===== config.mk =====
export PLATFORM = sky130hd
export DESIGN_NAME = uart_sdram_loader
export DESIGN_NICKNAME = d
export VERILOG_FILES = /design/src/rtl/lc_load_pkg.sv /design/src/rtl/uart_byte_pair.sv /design/src/rtl/uart_sdram_loader.sv
export SDC_FILE = /design/constraint.sdc
export NUM_CORES = 1
export LEC_CHECK = 0
export BUFFER_PORTS_ARGS = -buffer_cell sky130_fd_sc_hd__buf_4
export CELL_PAD_IN_SITES_DETAIL_PLACEMENT = 0
export CELL_PAD_IN_SITES_GLOBAL_PLACEMENT = 1
export CORE_UTILIZATION = 42
export CTS_BUF_LIST = sky130_fd_sc_hd__clkbuf_4 sky130_fd_sc_hd__clkbuf_8 sky130_fd_sc_hd__clkbuf_16
export DETAILED_ROUTE_END_ITERATION = 7
export GPL_TIMING_DRIVEN = 0
export HOLD_SLACK_MARGIN = 0.12
export PLACE_DENSITY = 0.89
export SYNTH_ARGS = -nofsm -noshare
export SYNTH_HDL_FRONTEND = slang
export SYNTH_SLANG_ARGS = --single-unit

===== constraint.sdc =====
create_clock -name clk -period 2.4 [get_ports clk]
set_clock_uncertainty 0.05 [all_clocks]
set_input_delay 0.12 -clock clk [delete_from_list [all_inputs] [get_ports clk]]
set_output_delay 0.12 -clock clk [all_outputs]
set_load 0.02 [all_outputs]

===== src/rtl/lc_load_pkg.sv =====
// Shared types and constants for the UART-to-SDRAM program loader.
package lc_load_pkg;

    typedef enum logic {LOW, HIGH} asm_state_t;

    typedef enum logic {WR_IDLE, WR_PEND} wr_state_t;

    localparam int WORD_W = 16;

endpackage


===== src/rtl/uart_byte_pair.sv =====
// Pairs UART bytes into little-endian 16-bit words, with a byte-gap timeout.
// word_valid/word are combinational, so the top can register a request on
// the same edge that samples the high byte.
module uart_byte_pair
    import lc_load_pkg::*;
#(
    parameter int TIMEOUT_CYCLES = 1_000_000
) (
    input  logic              clk,
    input  logic              rst,
    input  logic              load_en,
    input  logic [7:0]        byte_in,
    input  logic              byte_valid,
    output logic              word_valid,
    output logic [WORD_W-1:0] word,
    output logic              half_word
);

    localparam int CNT_W = $clog2(TIMEOUT_CYCLES + 1);
    localparam logic [CNT_W-1:0] CNT_MAX = CNT_W'(TIMEOUT_CYCLES);

    asm_state_t       state, state_nxt;
    logic [7:0]       low_q;
    logic [CNT_W-1:0] gap_cnt;

    // State register, low-byte latch and saturating byte-gap counter
    always_ff @(posedge clk) begin
        if (rst) begin
            state   <= LOW;
            low_q   <= '0;
            gap_cnt <= '0;
        end else begin
            state <= state_nxt;
            if (load_en && state == LOW && byte_valid)
                low_q <= byte_in;
            if (!load_en || byte_valid || state == LOW)
                gap_cnt <= '0;
            else if (gap_cnt != CNT_MAX)
                gap_cnt <= gap_cnt + CNT_W'(1);
        end
    end

    // Next state and word strobe; a byte in the expiry cycle still wins
    always_comb begin
        state_nxt  = state;
        word_valid = 1'b0;
        case (state)
            LOW: if (byte_valid) state_nxt = HIGH;
            HIGH: begin
                if (byte_valid) begin
                    word_valid = 1'b1;
                    state_nxt  = LOW;
                end else if (gap_cnt == CNT_MAX) begin
                    state_nxt = LOW;
                end
            end
            default: state_nxt = LOW;
        endcase
        if (!load_en) begin
            state_nxt  = LOW;
            word_valid = 1'b0;
        end
    end

    assign word      = {byte_in, low_q};
    assign half_word = (state == HIGH);

endmodule


===== src/rtl/uart_sdram_loader.sv =====
// Loader between UART receiver and SDRAM controller: one write per assembled
// word at consecutive addresses, with sticky overrun and address-full flags.
module uart_sdram_loader
    import lc_load_pkg::*;
#(
    parameter int ADDR_W         = 16,
    parameter int TIMEOUT_CYCLES = 1_000_000
) (
    input  logic              clk,
    input  logic              rst,
    input  logic              load_en,
    input  logic [7:0]        byte_in,
    input  logic              byte_valid,
    output logic              wr_req,
    output logic [ADDR_W-1:0] wr_addr,
    output logic [WORD_W-1:0] wr_data,
    input  logic              wr_ack,
    output logic [ADDR_W-1:0] word_count,
    output logic              half_word,
    output logic              overrun,
    output logic              full
);

    logic              word_valid;
    logic [WORD_W-1:0] word;

    wr_state_t         wr_state, wr_nxt;
    logic              load_en_q;
    logic              ack_take, wrap, load_word, set_ovr;
    logic [ADDR_W-1:0] count_inc, load_addr;

    uart_byte_pair #(
        .TIMEOUT_CYCLES(TIMEOUT_CYCLES)
    ) u_pair (
        .clk       (clk),
        .rst       (rst),
        .load_en   (load_en),
        .byte_in   (byte_in),
        .byte_valid(byte_valid),
        .word_valid(word_valid),
        .word      (word),
        .half_word (half_word)
    );

    assign count_inc = word_count + ADDR_W'(1);
    assign ack_take  = (wr_state == WR_PEND) && wr_ack;
    // The ack that wraps the address space also blocks a coincident word,
    // otherwise it would land on address 0 of a full load.
    assign wrap      = ack_take && (word_count == '1);

    // Write FSM next state, word load and overrun detection
    always_comb begin
        wr_nxt    = wr_state;
        load_word = 1'b0;
        load_addr = word_count;
        set_ovr   = 1'b0;
        case (wr_state)
            WR_IDLE: begin
                if (word_valid && !full) begin
                    load_word = 1'b1;
                    wr_nxt    = WR_PEND;
                end
            end
            WR_PEND: begin
                if (wr_ack) begin
                    wr_nxt = WR_IDLE;
                    if (word_valid && !full && !wrap) begin
                        load_word = 1'b1;
                        load_addr = count_inc;
                        wr_nxt    = WR_PEND;
                    end
                end else if (word_valid && !full) begin
                    set_ovr = 1'b1;
                end
            end
            default: wr_nxt = WR_IDLE;
        endcase
    end

    // Write state, request payload, count and sticky flags; load_en rise restarts the load
    always_ff @(posedge clk) begin
        if (rst) begin
            wr_state   <= WR_IDLE;
            load_en_q  <= 1'b0;
            wr_addr    <= '0;
            wr_data    <= '0;
            word_count <= '0;
            overrun    <= 1'b0;
            full       <= 1'b0;
        end else begin
            wr_state  <= wr_nxt;
            load_en_q <= load_en;
            if (load_word) begin
                wr_addr <= load_addr;
                wr_data <= word;
            end
            if (ack_take) word_count <= count_inc;
            if (wrap)     full       <= 1'b1;
            if (set_ovr)  overrun    <= 1'b1;
            if (load_en && !load_en_q) begin
                word_count <= '0;
                overrun    <= 1'b0;
                full       <= 1'b0;
            end
        end
    end

    assign wr_req = (wr_state == WR_PEND);

endmodule


Word level (Yosys, flattened, before mapping)

Cells that the tools add are included.

Equal/unequal tests: 3
$add $sub $neg: 2
Reduce and logical (&&, ||, !) cells: 16
Multiplexer cells: 17
Bitwise gates (word level): 3

Operators by type and width:

| cell                    | number |
|---|---|
| $mux W16                | 3 |
| $add A20 B1 Y20 const B | 1 |
| $eq A20 B20 Y1 const B  | 1 |
| $ne A20 B20 Y1 const B  | 1 |
| $add A16 B1 Y16 const B | 1 |
| $eq A16 B16 Y1 const B  | 1 |
| $mux W1                 | 11 |
| $logic_and A1 B1 Y1     | 7 |
| $pmux W1 S2             | 3 |
| $reduce_or A2 Y1        | 3 |
| $logic_not A1 Y1        | 4 |
| $not A1 Y1              | 3 |
| $logic_or A1 B1 Y1      | 2 |

Word-level logic and storage cells: 51
Register bits: 81
Bits of input ports: 13
Output and inout port bits: 52

Logic depth before layout (Yosys ltp)

Depth in word-level cells: 8
Depth in mapped cells: 8
Depth with buffers taken out: 7

By module

A second synthesis with hierarchy kept.

Cells, all modules: 447
Area, all modules: 3733.6 um2

By module, submodules not included:

| module            | area each (um2) | instances | seq. area each (um2) | cells an instance |
|---|---|---|---|---|
| uart_sdram_loader | 2341.0          | 1         | 1041.0               | 290 |
| uart_byte_pair    | 1392.6          | 1         | 580.6                | 157 |

Worst setup path before layout

No wires, ideal clock.

Kind: flip-flop to flip-flop
Start: register word_count[0]
End: register wr_data[10]
Data required time: 2.222 ns
Arrival: 1.754 ns
Setup time: 0.128 ns
Slack: 0.468 ns
Cell stages (with the launch flop): 9
Path buffers: 3
Period minus slack after synthesis: 1.932 ns
Path through: dfxtp_1 -> ha_1 -> and3_1 -> clkbuf_1 -> a41oi_4 -> buf_8 -> buf_12 -> mux2i_1 -> nor2_1

Longest elaborated chain between the ends: 7

RTL lines:

| item                   | RTL line                | source |
|---|---|---|
| start, declared        | uart_sdram_loader.sv:18 | `output logic [ADDR_W-1:0] word_count,` |
| start signal, assigned | uart_sdram_loader.sv:97 | `if (ack_take) word_count <= count_inc;` |
| $eq A16 B16 Y1         | uart_sdram_loader.sv:49 | `assign wrap = ack_take && (word_count == '1);` |
| $logic_and A1 B1 Y1    | uart_sdram_loader.sv:49 |  |
| $logic_not A1 Y1       | uart_sdram_loader.sv:67 | `if (word_valid && !full && !wrap) begin` |
| $logic_and A1 B1 Y1    | uart_sdram_loader.sv:67 |  |
| $mux W1                | uart_sdram_loader.sv:67 |  |
| $mux W1                | uart_sdram_loader.sv:65 | `if (wr_ack) begin` |
| $pmux W1 S2            | uart_sdram_loader.sv:57 | `case (wr_state)` |
| end signal, assigned   | uart_sdram_loader.sv:95 | `wr_data <= word;` |
| end, declared          | uart_sdram_loader.sv:16 | `output logic [WORD_W-1:0] wr_data,` |

Every way passes these cells.
A chain may end at the register's enable or synchronous reset.

Final worst setup path

Start: register word_count[0]
End: register wr_data[12]

Same word-level chain as after synthesis.

==> impl_metrics.prom <==
# TYPE chip_impl_metric gauge
chip_impl_info{name="run_status",value="complete, no violations"} 1
chip_impl_metric{name="sequential_cell_area_fraction_in_the_yosys_report",unit="%"} 46.9
chip_impl_metric{name="post_drt_via_cell_ratio",unit=""} 5.08
chip_impl_metric{name="transition_time_at_the_pin_with_the_least_slew_margin",unit="ps"} 720
chip_impl_info{name="netlist_top_cells_area",value="sky130_fd_sc_hd__dfxtp_1, sky130_fd_sc_hd__nor2_1, sky130_fd_sc_hd__mux2i_1"} 1
chip_impl_metric{name="h-tree-depth",unit=""} 3
chip_impl_metric{name="path_clk_slew",unit="ps"} 80
chip_impl_metric{name="synth_seq_cells",unit=""} 81
chip_impl_metric{name="syn_avg_cell_area",unit="µm²"} 9.48
chip_impl_metric{name="clock_sinks",unit=""} 81
chip_impl_info{name="crit_path_end_kind",value="register"} 1
chip_impl_metric{name="drv_cap",unit=""} 0
chip_impl_metric{name="std_cell_rows",unit=""} 32
chip_impl_metric{name="cp.arrival",unit="ps"} 2200
chip_impl_metric{name="dr.first_iter.drc_count",unit=""} 111
chip_impl_metric{name="critical_path.max_fanout",unit=""} 10
chip_impl_metric{name="r2r.worst_path.cells",unit=""} 8
chip_impl_metric{name="syn2layout_area_growth",unit="%"} 26.4
chip_impl_metric{name="antenna_nets_post_route",unit=""} 0
chip_impl_info{name="synth_area_leader_cell",value="sky130_fd_sc_hd__dfxtp_1"} 1
chip_impl_metric{name="fp.coreArea",unit="mm²"} 0.00785
chip_impl_metric{name="portBuffers",unit=""} 62
chip_impl_metric{name="clkPwrFrac",unit="%"} 40.1
chip_impl_metric{name="final_count_of_pins_violating_max_slew",unit=""} 0
chip_impl_metric{name="post-route-min-period",unit="ps"} 2040
chip_impl_metric{name="horizontal_extent_of_the_die",unit="µm"} 92.8
chip_impl_metric{name="nFillCells",unit=""} 736
chip_impl_metric{name="dr_total_vias",unit=""} 2832
chip_impl_metric{name="design.die.area",unit="mm²"} 0.00860
chip_impl_metric{name="pd_cells",unit="mW/mm²"} 574
chip_impl_metric{name="place_hpwl",unit="µm"} 5240
chip_impl_metric{name="syn-num-nets",unit=""} 381
chip_impl_metric{name="insertion_delay",unit="ps"} 340
chip_impl_info{name="synth.most_common_cell",value="sky130_fd_sc_hd__dfxtp_1"} 1
chip_impl_metric{name="numCtsBuffers",unit=""} 9
chip_impl_metric{name="synth_top_area_share",unit="%"} 46.9
chip_impl_metric{name="p_int",unit="µW"} 1960
chip_impl_info{name="tritoncts_clock_tree",value="built"} 1
chip_impl_metric{name="synthesis.area",unit="mm²"} 0.00346
chip_impl_metric{name="design.portCount",unit=""} 65
chip_impl_metric{name="insertedDiodeCount",unit=""} 0
chip_impl_metric{name="combPwrFrac",unit="%"} 5.4
chip_impl_metric{name="min_period_over_period",unit="%"} 85.0
chip_impl_metric{name="switching_part_of_the_total",unit="%"} 21.8
chip_impl_info{name="clock_tree.root_cell",value="sky130_fd_sc_hd__clkbuf_8"} 1
chip_impl_metric{name="first_global_vias",unit=""} 2673
chip_impl_metric{name="globalRouteTotalUtil",unit="%"} 18.8
chip_impl_metric{name="number_of_antenna_violations_at_the_first_check_in_global_routing",unit=""} 0
chip_impl_metric{name="synth.distinct_cells",unit=""} 41
chip_impl_metric{name="cts_hold_repair.buffers",unit=""} 12
chip_impl_metric{name="grt_start_max_net_pins",unit=""} 13
chip_impl_metric{name="synth_edf_count",unit=""} 0
chip_impl_metric{name="report.final.hold_viol_count",unit=""} 0
chip_impl_metric{name="max_freq",unit="MHz"} 490
chip_impl_metric{name="power.share.sequential",unit="%"} 54.5
chip_impl_metric{name="route.detailed.drc",unit=""} 0
chip_impl_metric{name="floorplan.die.height",unit="µm"} 92.8
chip_impl_metric{name="clk_path_buf_depth",unit=""} 2
chip_impl_metric{name="critPathRequiredTime",unit="ps"} 2560
chip_impl_metric{name="timing.slew.headroom",unit="%"} 52.0
chip_impl_metric{name="post-layout-total-power",unit="µW"} 2510
chip_impl_metric{name="proportion_of_layout_cells_with_a_drive_suffix_above_1",unit="%"} 25.1
chip_impl_metric{name="dpl_cell_area",unit="mm²"} 0.00405
chip_impl_info{name="hold_class",value="register to register"} 1
chip_impl_info{name="yosys-top-cells-count",value="sky130_fd_sc_hd__dfxtp_1, sky130_fd_sc_hd__nor2_1, sky130_fd_sc_hd__nand2_1"} 1
chip_impl_metric{name="post_drt_wl_per_cell",unit="µm"} 13.6
chip_impl_metric{name="initial_utilization",unit="%"} 44.1
chip_impl_metric{name="grt-ovfl-total",unit=""} 0
chip_impl_metric{name="finalSetupViolCount",unit=""} 0
chip_impl_info{name="critical_path.startpoint_type",value="register"} 1
chip_impl_metric{name="drt_wl_total",unit="µm"} 7590
chip_impl_metric{name="first_pass_grt_wire_length",unit="µm"} 12900
chip_impl_metric{name="worst_hold_path.num_cells",unit=""} 2
chip_impl_metric{name="gp_congestion",unit=""} 0.777
chip_impl_info{name="top_flip_flop_cell_by_instance_count_after_synthesis",value="sky130_fd_sc_hd__dfxtp_1"} 1
chip_impl_metric{name="detailedRoute.firstPassIterationCount",unit=""} 4
chip_impl_metric{name="fin_tns_setup",unit="ps"} 0
chip_impl_info{name="setup.worst_path.class",value="register to register"} 1
chip_impl_metric{name="whs",unit="ps"} 410
chip_impl_metric{name="yosys_warnings",unit=""} 0
chip_impl_metric{name="cts_repair_resize_count",unit=""} 0
chip_impl_metric{name="post_cts_repair_timing_setup_buffer_count",unit=""} 0
chip_impl_info{name="rsz_0062_raised_after_global_routing",value="false"} 1
chip_impl_metric{name="syn_inst",unit=""} 365
chip_impl_metric{name="final_nets",unit=""} 466
chip_impl_metric{name="power.ir.vdd_worst",unit="mV"} 0.378
chip_impl_metric{name="finish.instance_area",unit="mm²"} 0.00437
chip_impl_metric{name="static-leakage-power",unit="µW"} 0.00164
chip_impl_metric{name="net-switching-power",unit="µW"} 547
chip_impl_metric{name="async_flop_share",unit="%"} 0
==> critical path, cell delays in order (launching register included) <==
cell                       delay (ps)
sky130_fd_sc_hd__dfxtp_1          470
sky130_fd_sc_hd__ha_1             230
sky130_fd_sc_hd__and3_1           150
sky130_fd_sc_hd__clkbuf_1         270
sky130_fd_sc_hd__a41oi_4          190
sky130_fd_sc_hd__buf_8            190
sky130_fd_sc_hd__buf_12           150
sky130_fd_sc_hd__mux2i_1          140
sky130_fd_sc_hd__nor2_1            60
==> state kept, by name, summed over array words and instances (netlist names) <==
register / count
wr_addr: 16
full: 1
u_pair.gap_cnt: 20
u_pair.half_word: 1
u_pair.low_q: 8
overrun: 1
word_count: 16
wr_req: 1
wr_data: 16
load_en_q: 1
==> cells in the final DEF (no fill, tap or decap), types with 4 or more instances in the layout <==
cell / instances
sky130_fd_sc_hd__nor2_1: 58
sky130_fd_sc_hd__buf_4: 65
sky130_fd_sc_hd__and4_1: 9
sky130_fd_sc_hd__nand2b_1: 6
sky130_fd_sc_hd__nand4_1: 7
sky130_fd_sc_hd__nand2_1: 29
sky130_fd_sc_hd__nand3_1: 17
sky130_fd_sc_hd__o2bb2ai_1: 4
sky130_fd_sc_hd__a211oi_2: 11
sky130_fd_sc_hd__xor2_1: 18
sky130_fd_sc_hd__clkbuf_8: 10
sky130_fd_sc_hd__clkbuf_1: 12
sky130_fd_sc_hd__nor2_2: 11
sky130_fd_sc_hd__nor4_1: 4
sky130_fd_sc_hd__dlygate4sd3_1: 12
sky130_fd_sc_hd__a21oi_1: 13
sky130_fd_sc_hd__xnor2_1: 14
sky130_fd_sc_hd__inv_1: 6
sky130_fd_sc_hd__and3_1: 7
sky130_fd_sc_hd__mux2i_1: 18
sky130_fd_sc_hd__dfxtp_1: 81
sky130_fd_sc_hd__o22ai_1: 4
==> routing by layer <==
metal  wire (µm)  global-route usage, %  vias up  share of wire [%]
met3         465                   5.42        2                6.1
met4          26                   4.62        0               0.34
li1            -                      -     1426                  -
met2        3450                   29.5       82                 45
met5           0                      0        -                  0
met1        3650                   25.2     1322                 48
==> cell families (layout without fill, tap and decap cells) <==
logic type,count (synthesis),count (layout),share of synthesized area [%]
AOI/OAI and AO/OA,40,40,9.69
DFF,81,81,46.9
buffers and inverters,27,117,4.63
xor gates and xnor gates,32,32,8.10
and+or+nand+nor,164,164,24.4
muxes,18,18,5.21
adders and majority gates,3,3,1.09
==> power groups by stage <==
| stage | clock network [µW] | logic [µW] | registers, µW |
|---|---|---|---|
| 2_1_floorplan | 0 | 64.3 | 1410 |
| 3_3_place_gp | 0 | 120 | 1400 |
| 3_5_place_dp | 0 | 121 | 1400 |
| 4_1_cts | 1030 | 137 | 1370 |
| 5_1_grt | 1100 | 149 | 1370 |
| 6_report | 1010 | 137 | 1370 |
==> final cells by class <==
type,instances,area (µm²),share of cell area [%]
Buffer,21,138,3.15
Clock buffer,13,160,3.66
Clock inverter,3,40.0,0.916
Inverter,6,22.5,0.515
Multi-Input combinational cell,257,1680,38.4
Sequential cell,81,1620,37.1
Tap cell,102,128,2.92
Timing Repair Buffer,74,586,13.4
==> through the flow <==
step | instances | utilization, % | worst slack (ps)
2_1_floorplan | 365 | - | 468
3_3_place_gp | 529 | 51.6 | 409
3_5_place_dp | 529 | 51.6 | 388
4_1_cts | 557 | 55.7 | 364
5_1_grt | 557 | 55.7 | 190
6_report | 557 | 55.7 | 360
==> path summary, 6_finish.rpt <==
check	from	end	slack [ps]
max	word_count[0]$_SDFFE_PP0P_	wr_data[12]$_SDFFE_PP0P_	360
min reg2reg	u_pair.low_q[1]$_SDFFE_PP0P_	u_pair.low_q[1]$_SDFFE_PP0P_	410
max reg2reg	word_count[0]$_SDFFE_PP0P_	wr_data[12]$_SDFFE_PP0P_	360
min	u_pair.low_q[1]$_SDFFE_PP0P_	u_pair.low_q[1]$_SDFFE_PP0P_	410
Power figures use the tool's default switching activity.
